<file path="src/rtl/gen_scheduler_pkg.sv">
// Shared board geometry, word types and scheduler state encoding for the gen_scheduler slice.
package gen_scheduler_pkg;

    localparam int unsigned LOG_MAX_ADDR = 4;
    localparam int unsigned MAX_ADDR     = 15;
    localparam int unsigned WORD_SIZE    = 16;
    localparam int unsigned GEN_COUNT_W  = 16;

    localparam int unsigned ADDR_W    = LOG_MAX_ADDR;
    localparam int unsigned DATA_W    = WORD_SIZE;
    localparam int unsigned NUM_WORDS = MAX_ADDR + 1;

    typedef logic [ADDR_W-1:0]      addr_t;
    typedef logic [DATA_W-1:0]      word_t;
    typedef logic [GEN_COUNT_W-1:0] gen_count_t;

    typedef enum logic [2:0] {
        IDLE,
        START,
        RUN,
        SWAP_WAIT,
        CLEAR
    } sched_state_t;

    function automatic logic is_last_word(input addr_t addr, input int unsigned num_words);
        return addr == addr_t'(num_words - 1);
    endfunction

endpackage

</file>
<file path="src/rtl/gen_scheduler_if.sv">
// Scheduler port bundle: UI/VGA requests, life_logic handshake and writeback, board write port, status.
interface gen_scheduler_if;
    import gen_scheduler_pkg::*;

    logic       frame_in;
    logic       run_in;
    logic       step_in;
    logic       clear_in;
    logic       logic_done_in;
    logic       logic_wr_en_in;
    addr_t      logic_addr_w_in;
    word_t      logic_data_w_in;

    logic       logic_start_out;
    logic       mem_wr_en_out;
    addr_t      mem_addr_w_out;
    word_t      mem_data_w_out;
    logic       buf_sel_out;
    logic       busy_out;
    gen_count_t gen_count_out;
    logic       err_out;

    modport master (
        input  frame_in, run_in, step_in, clear_in,
        input  logic_done_in, logic_wr_en_in, logic_addr_w_in, logic_data_w_in,
        output logic_start_out, mem_wr_en_out, mem_addr_w_out, mem_data_w_out,
        output buf_sel_out, busy_out, gen_count_out, err_out
    );

    modport slave (
        output frame_in, run_in, step_in, clear_in,
        output logic_done_in, logic_wr_en_in, logic_addr_w_in, logic_data_w_in,
        input  logic_start_out, mem_wr_en_out, mem_addr_w_out, mem_data_w_out,
        input  buf_sel_out, busy_out, gen_count_out, err_out
    );

endinterface

</file>
<file path="src/rtl/gen_scheduler_clear_sweeper.sv">
// Board-clear address generator: sweeps 0..NUM_WORDS-1 twice, pulsing wrap at each pass end.
module gen_scheduler_clear_sweeper
    import gen_scheduler_pkg::*;
(
    input  logic  clk,
    input  logic  rst_n,
    input  logic  start,
    input  logic  en,
    output addr_t addr,
    output logic  wrap,
    output logic  done
);

    logic pass;
    logic last;

    assign last = is_last_word(addr, NUM_WORDS);
    assign wrap = en && last;
    assign done = wrap && pass;

    always_ff @(posedge clk or negedge rst_n) begin
        if (!rst_n) begin
            addr <= '0;
            pass <= 1'b0;
        end else if (start) begin
            addr <= '0;
            pass <= 1'b0;
        end else if (en) begin
            if (last) begin
                addr <= '0;
                pass <= !pass;
            end else begin
                addr <= addr + addr_t'(1);
            end
        end
    end

endmodule

</file>
<file path="src/rtl/gen_scheduler.sv">
// Generation scheduler: starts life_logic per frame, owns the board write port and buffer swaps.
// Define GEN_TIMEOUT_EN to enable the RUN-state watchdog that drives err_out.
module gen_scheduler
    import gen_scheduler_pkg::*;
#(
    parameter int unsigned GUARD_CYCLES   = 3,
    parameter int unsigned TIMEOUT_CYCLES = 65535
) (
    input  logic            clk_in,
    input  logic            rst_n_in,
    gen_scheduler_if.master bus
);

    localparam int unsigned GUARD_W = (GUARD_CYCLES < 2) ? 1 : $clog2(GUARD_CYCLES + 1);
    typedef logic [GUARD_W-1:0] guard_t;

    sched_state_t state;
    sched_state_t next_state;
    guard_t       guard;
    logic         step_pend;
    logic         clr_pend;
    logic         buf_sel;
    gen_count_t   gen_count;
    logic         done_ok;
    logic         timeout_hit;
    logic         swap_now;
    logic         sweep_start;
    logic         sweep_en;
    logic         sweep_wrap;
    logic         sweep_done;
    addr_t        sweep_addr;

    // The watchdog counter is 16 bits wide; larger or zero limits are not meaningful.
    if (TIMEOUT_CYCLES == 0 || TIMEOUT_CYCLES > 65535) begin : g_timeout_out_of_range
    end

    // A done level left over from the previous generation must not end this one early.
    assign done_ok = bus.logic_done_in && (guard == '0);

    always_ff @(posedge clk_in or negedge rst_n_in) begin
        if (!rst_n_in) begin
            state <= IDLE;
        end else begin
            state <= next_state;
        end
    end

    always_comb begin
        next_state          = state;
        swap_now            = 1'b0;
        bus.logic_start_out = 1'b0;
        bus.mem_wr_en_out   = 1'b0;
        bus.mem_addr_w_out  = '0;
        bus.mem_data_w_out  = '0;
        case (state)
            IDLE: begin
                if (bus.frame_in) begin
                    if (clr_pend) begin
                        next_state = CLEAR;
                    end else if (bus.run_in || step_pend) begin
                        next_state = START;
                    end
                end
            end
            START: begin
                bus.logic_start_out = 1'b1;
                next_state          = RUN;
            end
            RUN: begin
                bus.mem_wr_en_out  = bus.logic_wr_en_in;
                bus.mem_addr_w_out = bus.logic_addr_w_in;
                bus.mem_data_w_out = bus.logic_data_w_in;
                if (done_ok) begin
                    next_state = SWAP_WAIT;
                end else if (timeout_hit) begin
                    next_state = IDLE;
                end
            end
            SWAP_WAIT: begin
                if (bus.frame_in) begin
                    swap_now = 1'b1;
                    if (clr_pend) begin
                        next_state = CLEAR;
                    end else if (bus.run_in || step_pend) begin
                        next_state = START;
                    end else begin
                        next_state = IDLE;
                    end
                end
            end
            CLEAR: begin
                bus.mem_wr_en_out  = 1'b1;
                bus.mem_addr_w_out = sweep_addr;
                if (sweep_done) begin
                    next_state = IDLE;
                end
            end
            default: next_state = IDLE;
        endcase
    end

    always_ff @(posedge clk_in or negedge rst_n_in) begin
        if (!rst_n_in) begin
            guard <= '0;
        end else if (state == START) begin
            guard <= guard_t'(GUARD_CYCLES);
        end else if (state == RUN && guard != '0) begin
            guard <= guard - guard_t'(1);
        end
    end

    // Requests arriving on the consuming edge survive: the new pulse re-arms the flag.
    always_ff @(posedge clk_in or negedge rst_n_in) begin
        if (!rst_n_in) begin
            step_pend <= 1'b0;
            clr_pend  <= 1'b0;
        end else begin
            step_pend <= (step_pend && (next_state != START)) || bus.step_in;
            clr_pend  <= (clr_pend && !sweep_start) || bus.clear_in;
        end
    end

    always_ff @(posedge clk_in or negedge rst_n_in) begin
        if (!rst_n_in) begin
            buf_sel   <= 1'b0;
            gen_count <= '0;
        end else begin
            buf_sel <= buf_sel ^ (swap_now || sweep_wrap);
            if (sweep_done) begin
                gen_count <= '0;
            end else if (swap_now) begin
                gen_count <= gen_count + gen_count_t'(1);
            end
        end
    end

    assign sweep_en    = (state == CLEAR);
    assign sweep_start = (next_state == CLEAR) && (state != CLEAR);

    gen_scheduler_clear_sweeper u_sweeper (
        .clk   (clk_in),
        .rst_n (rst_n_in),
        .start (sweep_start),
        .en    (sweep_en),
        .addr  (sweep_addr),
        .wrap  (sweep_wrap),
        .done  (sweep_done)
    );

`ifdef GEN_TIMEOUT_EN
    logic [15:0] wd_cnt;
    logic        err;

    // Counter reads 1 in the first RUN cycle, so the limit is hit in RUN cycle TIMEOUT_CYCLES.
    always_ff @(posedge clk_in or negedge rst_n_in) begin
        if (!rst_n_in) begin
            wd_cnt <= '0;
            err    <= 1'b0;
        end else begin
            if (state == START) begin
                wd_cnt <= 16'd1;
            end else if (state == RUN && wd_cnt != '1) begin
                wd_cnt <= wd_cnt + 16'd1;
            end
            if (timeout_hit) begin
                err <= 1'b1;
            end
        end
    end

    assign timeout_hit = (state == RUN) && !done_ok && (wd_cnt == 16'(TIMEOUT_CYCLES));
    assign bus.err_out = err || timeout_hit;
`else
    assign timeout_hit = 1'b0;
    assign bus.err_out = 1'b0;
`endif

    assign bus.busy_out      = (state != IDLE);
    assign bus.buf_sel_out   = buf_sel;
    assign bus.gen_count_out = gen_count;

endmodule

</file>
<file path="src/flat_wrapper.sv">
// flat-port wrapper written by rule: the top's interface ports become plain ports
module gen_scheduler_flat import gen_scheduler_pkg::*;
#(
    parameter int unsigned GUARD_CYCLES   = 3,
    parameter int unsigned TIMEOUT_CYCLES = 65535
)
  (clk_in, rst_n_in, bus_frame_in, bus_run_in, bus_step_in, bus_clear_in, bus_logic_done_in, bus_logic_wr_en_in, bus_logic_addr_w_in, bus_logic_data_w_in, bus_logic_start_out, bus_mem_wr_en_out, bus_mem_addr_w_out, bus_mem_data_w_out, bus_buf_sel_out, bus_busy_out, bus_gen_count_out, bus_err_out);
  gen_scheduler_if bus_i ();
  input  logic clk_in;
  input  logic rst_n_in;
  input wire logic [$bits(bus_i.frame_in)-1:0] bus_frame_in;
  input wire logic [$bits(bus_i.run_in)-1:0] bus_run_in;
  input wire logic [$bits(bus_i.step_in)-1:0] bus_step_in;
  input wire logic [$bits(bus_i.clear_in)-1:0] bus_clear_in;
  input wire logic [$bits(bus_i.logic_done_in)-1:0] bus_logic_done_in;
  input wire logic [$bits(bus_i.logic_wr_en_in)-1:0] bus_logic_wr_en_in;
  input wire logic [$bits(bus_i.logic_addr_w_in)-1:0] bus_logic_addr_w_in;
  input wire logic [$bits(bus_i.logic_data_w_in)-1:0] bus_logic_data_w_in;
  output wire logic [$bits(bus_i.logic_start_out)-1:0] bus_logic_start_out;
  output wire logic [$bits(bus_i.mem_wr_en_out)-1:0] bus_mem_wr_en_out;
  output wire logic [$bits(bus_i.mem_addr_w_out)-1:0] bus_mem_addr_w_out;
  output wire logic [$bits(bus_i.mem_data_w_out)-1:0] bus_mem_data_w_out;
  output wire logic [$bits(bus_i.buf_sel_out)-1:0] bus_buf_sel_out;
  output wire logic [$bits(bus_i.busy_out)-1:0] bus_busy_out;
  output wire logic [$bits(bus_i.gen_count_out)-1:0] bus_gen_count_out;
  output wire logic [$bits(bus_i.err_out)-1:0] bus_err_out;
  assign bus_i.frame_in = bus_frame_in;
  assign bus_i.run_in = bus_run_in;
  assign bus_i.step_in = bus_step_in;
  assign bus_i.clear_in = bus_clear_in;
  assign bus_i.logic_done_in = bus_logic_done_in;
  assign bus_i.logic_wr_en_in = bus_logic_wr_en_in;
  assign bus_i.logic_addr_w_in = bus_logic_addr_w_in;
  assign bus_i.logic_data_w_in = bus_logic_data_w_in;
  assign bus_logic_start_out = bus_i.logic_start_out;
  assign bus_mem_wr_en_out = bus_i.mem_wr_en_out;
  assign bus_mem_addr_w_out = bus_i.mem_addr_w_out;
  assign bus_mem_data_w_out = bus_i.mem_data_w_out;
  assign bus_buf_sel_out = bus_i.buf_sel_out;
  assign bus_busy_out = bus_i.busy_out;
  assign bus_gen_count_out = bus_i.gen_count_out;
  assign bus_err_out = bus_i.err_out;
  gen_scheduler #(.GUARD_CYCLES(GUARD_CYCLES), .TIMEOUT_CYCLES(TIMEOUT_CYCLES)) u_core (.clk_in(clk_in), .rst_n_in(rst_n_in), .bus(bus_i));
endmodule
</file>
<file path="config.mk">
export PLATFORM = sky130hd
export DESIGN_NAME = gen_scheduler_flat
export DESIGN_NICKNAME = d
export VERILOG_FILES = /design/src/rtl/gen_scheduler_pkg.sv /design/src/rtl/gen_scheduler_if.sv /design/src/rtl/gen_scheduler_clear_sweeper.sv /design/src/rtl/gen_scheduler.sv /design/src/flat_wrapper.sv
export SDC_FILE = /design/constraint.sdc
export NUM_CORES = 1
export LEC_CHECK = 0
export BUFFER_PORTS_ARGS = -buffer_cell sky130_fd_sc_hd__buf_4
export CAP_MARGIN = 20
export CORE_AREA = 2 2 63 59
export DETAILED_ROUTE_END_ITERATION = 16
export DIE_AREA = 0 0 65 61
export HOLD_SLACK_MARGIN = 0.1
export PLACE_DENSITY = 0.83
export REMOVE_ABC_BUFFERS = 1
export SLEW_MARGIN = 20
export SYNTH_ARGS = -nofsm -noshare
export SYNTH_HDL_FRONTEND = slang
export SYNTH_SLANG_ARGS = --single-unit
</file>
<file path="constraint.sdc">
create_clock -name clk_in -period 3.7 [get_ports clk_in]
set_clock_uncertainty 0.1 [all_clocks]
set_input_delay 0.555 -clock clk_in [delete_from_list [all_inputs] [get_ports clk_in]]
set_output_delay 0.555 -clock clk_in [all_outputs]
set_load 0.1 [all_outputs]
</file>
==> flow_summary.toml, run 1 <==
[routing]
drt-total-wl_mm = 3.77
detail-route-antenna-nets = 0
wl_per_cell_um = 13.0
initialDrtViolationCount = 60
dr.pass1.iters = 4
vias = 1552
vias_per_cell = 5.33
drc = 0

[synthesis]
synth_fa_ha_area_frac = 0.0228
ys_types = 42
synth_top_area_frac = 0.440
synth_mux_area_frac = 0.0182
synth-simple-area-share = 0.283
synth_most_common_cell = "dfrtp_1"
async_flop_share = 1.00
synth_common_cells = "dfrtp_1 (29), nand2_1 (20), and2_1 (16), nor2_1 (11), o21ai_0 (11)"
synth_top_family_by_area = "simple AND/OR/NAND/NOR gates"
synth_xor_area_frac = 0.0531
ys_ff_latch = 29
netlist.top_cell.by_area = "dfrtp_1"
synthFlopType = "dfrtp_1"
synth_area_leaders = "dfrtp_1 (44%), and2_1 (6.1%), nand2_1 (4.6%)"
synth-seq-area-share = 0.440
synth_area_sq_um = 1650
synthesis.instances = 180
synth-edff-count = 0
postSynthAreaPerCell_sq_um = 9.16
yosysWarnings = 0
synth-compound-area-share = 0.143

[sta]
relSlewSlack = 0.627
setup_viol = 0
fin_crit_sh = 0.694
period_minus_slack_ps = 2570
hold_viol = 0
fmax_mhz = 389
rsz0062_at_grt = "no"
fin_tns_setup_ps = 0
slew_viol_final = 0
tightest_slew_ps = 554

[finish]
nFillCells = 273
n_antenna_cell = 0
final_cells = 291
utilization = 0.690
areaGrowthSynthToFinish_pct = 37.3
drive_gt1_frac = 0.324
nets = 277

[grt]
global_route.overflow_total = 0
grt_max_degree = 30
first_global_vias = 1468
grt_use_total = 0.217
grt_pass1_wl_mm = 6.36
antenna_found_initial = 0

[floorplanning]
core-area_sq_um = 3280
die_h_um = 61
die_w_um = 65
ios = 69
rows = 20
initial_core_util = 0.503
design.die.area_sq_um = 3970

[power]
peakVddDrop_v = 0.000370
p_leak_nw = 1.14
powerDensity_nw_per_um2 = 573

[clock_tree]
cts_resized = 0
insertion_delay_ps = 280
cts_made_buffers = 5
cts_tree = "built"
clockBufferDepth = 2
root_buffer = "clkbuf_8"
htree_num_levels = 2
clkTransAtPathRegs_ps = 60
clock_sinks = 29

[placement]
hpwl_mm = 2.83
routabilityCongestion = 0.800
dpl.cell_count = 282
port_buffers = 67

[critical_path]
cp.arrival_ps = 1910
reg2reg_from = "u_core.state[0]"
required_ps = 3040
critPathKind = "flop to primary output"
end_kind = "primary output"
crit_fanout = 15
startpoint_type = "flop"
r2r_slack_ps = 1490
regToRegEndpoint = "u_core.bus.gen_count_out[15]"
r2r_cells = 4

[min_path]
worstHoldStart = "bus_clear_in"
hp-class = "primary input to flop"
worstHoldEndpoint = "u_core.clr_pend"
min_path_cells = 2

[flow_run]
cap_viol_max_count = 0

[outcome]
outcome = "completed"
report_power, final:
group	internal (mW)	switching (mW)
Sequential	0.375	0.0723
Clock	0.130	0.119
Combinational	0.168	0.433
Total	0.673	0.625
worst max path at each step:
stage / from / endpoint / cells past startpoint
3_3_place_gp: u_core.state[2] / bus_mem_addr_w_out[0] / 3
2_1_floorplan: u_core.state[1] / bus_mem_addr_w_out[0] / 2
3_5_place_dp: u_core.state[2] / bus_mem_addr_w_out[2] / 3
4_1_cts: u_core.state[2] / bus_mem_addr_w_out[2] / 3
5_1_grt: u_core.state[2] / bus_mem_addr_w_out[1] / 3
6_report: u_core.state[2] / bus_mem_addr_w_out[2] / 3
sequential cells by signal (all words and copies together) (netlist names):
name / cells
u_core.bus.buf_sel_out: 1
u_core.bus.gen_count_out: 16
u_core.clr_pend: 1
u_core.guard: 2
u_core.state: 3
u_core.step_pend: 1
u_core.u_sweeper.addr: 4
u_core.u_sweeper.pass: 1
cells by family after synthesis:
logic type | count (synthesis)
AND/OR/NAND/NOR | 82
buffers and inverters | 15
adder cells (fa/ha/maj) | 3
flip-flops | 29
other | 1
XOR/XNOR | 10
multiplexers | 3
AO/OA/AOI/OAI | 37
per-stage QoR:
step / total power [mW] / setup WS, ps / cell area (sq um) / hold WS [ps]
after floorplan: 0.911 / 697 / 1610 / 159
after global placement: 1.04 / 1480 / 2170 / 360
after detailed placement: 1.05 / 1450 / 2170 / 367
after CTS: 1.31 / 1130 / 2260 / 350
after global routing: 1.37 / 954 / 2260 / 345
final: 1.30 / 1130 / 2260 / 360
critical path, stage by stage (launching register included):
cell and delay [ps]:
dfrtp_1 560, nor3b_2 560, a22o_1 230, buf_4 280
cell type report:
type,instances,area [sq um],area share
clock buffers,6,72.6,0.0321
clock inverters,2,10.0,0.00442
inverters,5,18.8,0.00829
multi-input cells,136,861,0.380
flip-flops and latches,29,726,0.321
well taps,44,55.1,0.0243
repair buffers,69,520,0.230
cell usage in the layout, fill, tap and decap left out, types with 3 or more instances in the layout:
cell type  netlist  final
xnor2_1          5      5
clkbuf_8         0      5
ha_1             3      3
nand2_1         20     20
nor3_1           3      3
o21ai_0         11     11
mux2i_1          3      3
and2_1          16     16
dfrtp_1         29     29
buf_4            1     68
nand3_1          5      5
a21oi_1         10     10
xor2_1           5      5
nor2_1          11     11
and3_1           3      3
nand4_1          4      4
a22o_1           5      5
inv_1            5      5
or3_1            6      6
per-layer routing:
layer,track usage,share of wire,up-vias
met5,0,0,-
met4,0.103,0.013,0
met3,0.0705,0.088,5
met2,0.378,0.48,75
met1,0.245,0.41,714
li1,-,-,758
what timing repair did:
action / CTS / global route
hold endpoints to repair: 29 / 0
setup endpoints to repair: 0 / 0
setup buffers: 0 / 0
hold buffers: 1 / 0
Power figures use the tool's default switching activity.
==> run 2: changes to the inputs <==
CORE_AREA = 2 2 69 64   (was 2 2 63 59)
DIE_AREA = 0 0 71 66   (was 0 0 65 61)
PLACE_DENSITY = 0.74   (was 0.83)
clock period = 2.3 ns   (was 3.7 ns; I/O delays follow)
==> run 2 against run 1 <==
Cell count up 2.1%. Power up 63%. Combinational power up 65%. Utilization down 11 points. First-iteration DRC count up 40%. Critical endpoint is now bus_logic_start_out. Clock-buffer cell count up 1.
==> flow_summary.toml, run 2 (synthesis results as in run 1) <==
[power]
clkPwrFrac = 0.198
peakVddDrop_v = 0.000506
p_seq_frac = 0.333
p_leak_nw = 1.15
intPower_mw = 1.12
swShare = 0.471
p_sw_mw = 0.997
combinationalPowerShare = 0.469
powerDensity_nw_per_um2 = 920

[critical_path]
r2r_cells = 4
r2r_slack_ps = 320
cp.arrival_ps = 1750
reg2reg_from = "u_core.state[2]"
critPathKind = "flop to primary output"
end_kind = "primary output"
crit_fanout = 8
required_ps = 1860
startpoint_type = "flop"
regToRegEndpoint = "u_core.bus.gen_count_out[15]"

[sta]
relSlewSlack = 0.663
period_minus_slack_ps = 2200
hold_slack_ps = 139
layout_setup_ws_ps = 104
fmax_mhz = 455
slew_viol_final = 0
tightest_slew_ps = 501
hold_viol = 0
rsz0062_at_grt = "no"
fin_crit_sh = 0.955
setup_viol = 0

[routing]
vias_per_cell = 5.21
wl_per_cell_um = 12.6
drt-total-wl_mm = 3.75
drc = 0
dr.pass1.iters = 4
initialDrtViolationCount = 84
detail-route-antenna-nets = 0
vias = 1546

[grt]
antenna_found_initial = 0
grt_max_degree = 30
first_global_vias = 1440
grt_pass1_wl_mm = 6.29
global_route.overflow_total = 0
grt_use_total = 0.176

[clock_tree]
insertion_delay_ps = 280
clock_sinks = 29
htree_num_levels = 2
cts_tree = "built"
clockBufferDepth = 2
cts_made_buffers = 5
clkTransAtPathRegs_ps = 60
root_buffer = "clkbuf_8"

[finish]
final_cell_mix = "buf_4 (71), dfrtp_1 (27), nand2_1 (20), and2_1 (16)"
final_cell_area_sq_um = 2300
nFillCells = 366
largest_reg_flops = 16
nets = 280
layout_commonest_cell = "buf_4"
n_antenna_cell = 0
drive_gt1_frac = 0.341
areaGrowthSynthToFinish_pct = 39.6

[min_path]
hp-class = "primary input to flop"
min_path_cells = 2
worstHoldStart = "bus_clear_in"
worstHoldEndpoint = "u_core.clr_pend"

[outcome]
outcome = "completed"

[placement]
dp_worst_setup_slack_ps = 187
port_buffers = 67
placed_area_sq_um = 2200
hpwl_mm = 2.84
routabilityCongestion = 0.748

[floorplanning]
die_w_um = 71
rows = 22
die_h_um = 66
design.die.area_sq_um = 4690
ios = 69
initial_core_util = 0.413
core-area_sq_um = 3990

[flow_run]
cap_viol_max_count = 0
==> run 2: per-layer routing <==
layer  global-route usage  up-vias  routed length (um)
met2                0.271       63                1720
met3               0.0808        6                 362
met1                0.214      710                1600
met5                    0        -                   0
li1                     -      767                   -
met4               0.0708        0                  64
==> run 2: repair_timing <==
action,CTS,global route
endpoints found under the setup margin,0,22
setup buffers,0,0
resized for setup,0,2
hold endpoints to repair,29,0
hold buffers,1,0
==> run 2: how the worst max path moves through the flow <==
| stage | start | end | slack, ps | cells past startpoint |
|---|---|---|---|---|
| finish | u_core.state[2] | bus_logic_start_out | 100 | 4 |
| global route | u_core.state[2] | bus_mem_addr_w_out[1] | 20 | 5 |
| CTS | u_core.state[0] | bus_logic_start_out | 60 | 3 |
| detailed placement | u_core.state[0] | u_core.bus.gen_count_out[15] | 190 | 4 |
| global placement | u_core.state[0] | u_core.bus.gen_count_out[15] | 250 | 4 |
| floorplan | u_core.state[1] | bus_mem_addr_w_out[0] | -490 | 2 |
==> run 2: layout make-up <==
class	instances	area [sq um]	share of cell area
inverters	5	18.8	0.00815
well taps	48	60.1	0.0261
repair buffers	72	543	0.236
multi-input cells	136	866	0.376
flip-flops and latches	29	728	0.316
clock buffers	7	86.3	0.0375
==> run 2: power groups by stage <==
stage	Clock, mW	Combinational (mW)	Sequential [mW]
floorplan	0	0.569	0.897
global placement	0	0.983	0.710
detailed placement	0	0.998	0.710
CTS	0.440	0.999	0.704
global route	0.467	1.06	0.723
finish	0.420	0.992	0.705
==> run 2: metrics by stage <==
stage	instances	power (mW)	utilization	TNS, ps
final	297	2.12	0.577	0
after CTS	297	2.14	0.576	0
after global placement	289	1.69	0.552	0
after detailed placement	289	1.71	0.552	0
after global routing	297	2.25	0.577	0
after floorplan	170	1.47	-	-10800
==> run 2: critical path, stage by stage (launching register included) <==
cell and delay [ps]:
dfrtp_1 440, buf_4 190, or3b_2 480, inv_1 80, buf_4 280
==> run 3: changes to the inputs <==
ABC_AREA = 1   (was not set)
CORE_AREA = 2 2 72 67   (was 2 2 69 64)
DIE_AREA = 0 0 74 69   (was 0 0 71 66)
==> run 3 against run 2 <==
Flip-flop and latch count stayed put. Synthesized area grew 13%. Maximum frequency increased by 5.8%.
==> flow_summary.toml, run 3 <==
[finish]
drive_gt1_frac = 0.257
layout_commonest_cell = "buf_4"
final_cell_area_sq_um = 2530
final_cell_mix = "buf_4 (68), nand2_1 (67), inv_1 (43), nor2_1 (42), dfrtp_1 (29)"
areaGrowthSynthToFinish_pct = 35.7
largest_reg_flops = 16
utilization = 0.582
nets = 377
n_antenna_cell = 0

[placement]
dp_worst_setup_slack_ps = 457
port_buffers = 67
hpwl_mm = 3.58
placed_area_sq_um = 2430
routabilityCongestion = 0.907

[routing]
vias_per_cell = 4.69
vias = 1914
drt-total-wl_mm = 4.66
wl_per_cell_um = 11.4
detail-route-antenna-nets = 0
drc = 0
dr.pass1.iters = 4
initialDrtViolationCount = 130

[sta]
period_minus_slack_ps = 2080
hold_slack_ps = 141
layout_setup_ws_ps = 223
fmax_mhz = 482
rsz0062_at_grt = "no"
hold_viol = 0
fin_crit_sh = 0.903
setup_viol = 0
slew_viol_final = 0

[clock_tree]
cts_made_buffers = 5
clockBufferDepth = 2
htree_num_levels = 2
insertion_delay_ps = 280
postCtsSetupBuffers = 0
clkTransAtPathRegs_ps = 60
clock_sinks = 29
cts_tree = "built"
root_buffer = "clkbuf_8"

[critical_path]
crit_chain = "inv_2 -> nand3_2 -> buf_4 -> nor2_1 -> buf_4"
startpoint_type = "flop"
cp_slowest_cell = "dfrtp_1"
required_ps = 1860
cp_num_buf_inv = 3
end_kind = "primary output"
crit_fanout = 18
cp.arrival_ps = 1630
crit_family = "buffers and inverters"
cpMostUsedCell = "buf_4"
critPathKind = "flop to primary output"
crit_path_max_incr_delay_ps = 470

[synthesis]
ys_ff_latch = 29
async_flop_share = 1.00
postSynthAreaPerCell_sq_um = 6.82
yosysWarnings = 0
synthesis.instances = 273
synth-edff-count = 0
synthFlopType = "dfrtp_1"
synth_area_sq_um = 1860
synth_most_common_cell = "nand2_1"
synth-seq-area-share = 0.390
synth_area_leaders = "dfrtp_1 (39%), nand2_1 (13%), inv_1 (8.7%)"
synth_common_cells = "nand2_1 (67), inv_1 (43), nor2_1 (42), dfrtp_1 (29), nand3_1 (20)"
ys_types = 28
synth_top_area_frac = 0.390
netlist.top_cell.by_area = "dfrtp_1"

[power]
p_leak_nw = 1.39
peakVddDrop_v = 0.000688
powerDensity_nw_per_um2 = 1290
total_power_mw = 3.27

[floorplanning]
core-area_sq_um = 4350
initial_core_util = 0.429
ios = 69
design.die.area_sq_um = 5110
die_w_um = 74
rows = 23
die_h_um = 69

[grt]
global_route.overflow_total = 0
first_global_vias = 1768
grt_pass1_wl_mm = 7.94
grt_use_total = 0.199
antenna_found_initial = 0
grt_max_degree = 30

[min_path]
hp-class = "primary input to flop"

[flow_run]
cap_viol_max_count = 0

[outcome]
outcome = "completed"
run 3: cell types whose count changed in the layout (fill, tap and decap cells not counted), moves of 5 or more:
| cell | before | now |
|---|---|---|
| nand4_1 | 4 | 10 |
| nor2_1 | 11 | 42 |
| and2_1 | 16 | 0 |
| xnor2_1 | 5 | 0 |
| nand2_1 | 20 | 67 |
| nand2_2 | 0 | 5 |
| or3_1 | 6 | 0 |
| inv_1 | 5 | 43 |
| o21ai_1 | 0 | 5 |
| nand3_1 | 5 | 20 |
run 3: per-stage QoR:
stage	instances	TNS, ps
after floorplan	270	-5730
after global placement	400	0
after detailed placement	400	0
after CTS	408	0
after global routing	408	0
final	408	0
run 3: repair_timing:
| action | 4_1_cts | 5_1_grt |
|---|---|---|
| endpoints found under the hold margin | 29 | 0 |
| resized for setup | 0 | 0 |
| hold buffers | 1 | 0 |
run 3: layout make-up:
class | instances | area (sq um)
clock buffer | 7 | 86.3
fill | 414 | 1820
inverter | 46 | 173
multi-input combinational | 195 | 946
sequential | 29 | 726
tap | 62 | 77.6
timing repair buffer | 69 | 520
run 3: layer usage:
metal | routed length [um] | part of all wire | vias to the layer above | global-route usage
li1 | - | - | 1019 | -
met1 | 2310 | 0.50 | 847 | 0.281
met2 | 2050 | 0.44 | 38 | 0.285
met3 | 198 | 0.043 | 10 | 0.0424
met4 | 95 | 0.020 | 0 | 0.0949
met5 | 0 | 0 | - | 0
run 3: kinds of logic (layout without fill, tap and decap cells):
logic type	Yosys count	count (layout)	share of synthesized area
compound gates	35	35	0.115
xor+xnor	2	2	0.00940
fa+ha+maj	3	3	0.0201
buf+inv	49	122	0.103
flops	29	29	0.390
other cells	1	1	0.00201
simple gates	154	154	0.361
run 3: final timing paths:
check | startpoint | endpoint | slack [ps] | cells past startpoint
max | u_core.state[2] | bus_mem_data_w_out[6] | 220 | 5
min | bus_step_in | u_core.step_pend | 140 | 3
max reg2reg | u_core.u_sweeper.addr[0] | u_core.bus.gen_count_out[1] | 440 | 8
min reg2reg | u_core.bus.buf_sel_out | u_core.bus.buf_sel_out | 370 | 1
max in group asynchronous | rst_n_in | u_core.bus.gen_count_out[14] | 1410 | 2
min in group asynchronous | rst_n_in | u_core.bus.gen_count_out[10] | 420 | 2
run 3: worst min-delay path: cells and delay by family:
| kind | cells | cell delay [ps] |
|---|---|---|
| buffers and inverters | 2 | 110 |
| AND/OR/NAND/NOR | 1 | 50 |
run 3: power by group:
part,internal (mW),switching (mW),leakage (nW),total [mW]
registers,0.637,0.152,0.362,0.789
clock network,0.237,0.185,0.0443,0.422
logic,0.459,1.60,0.987,2.06
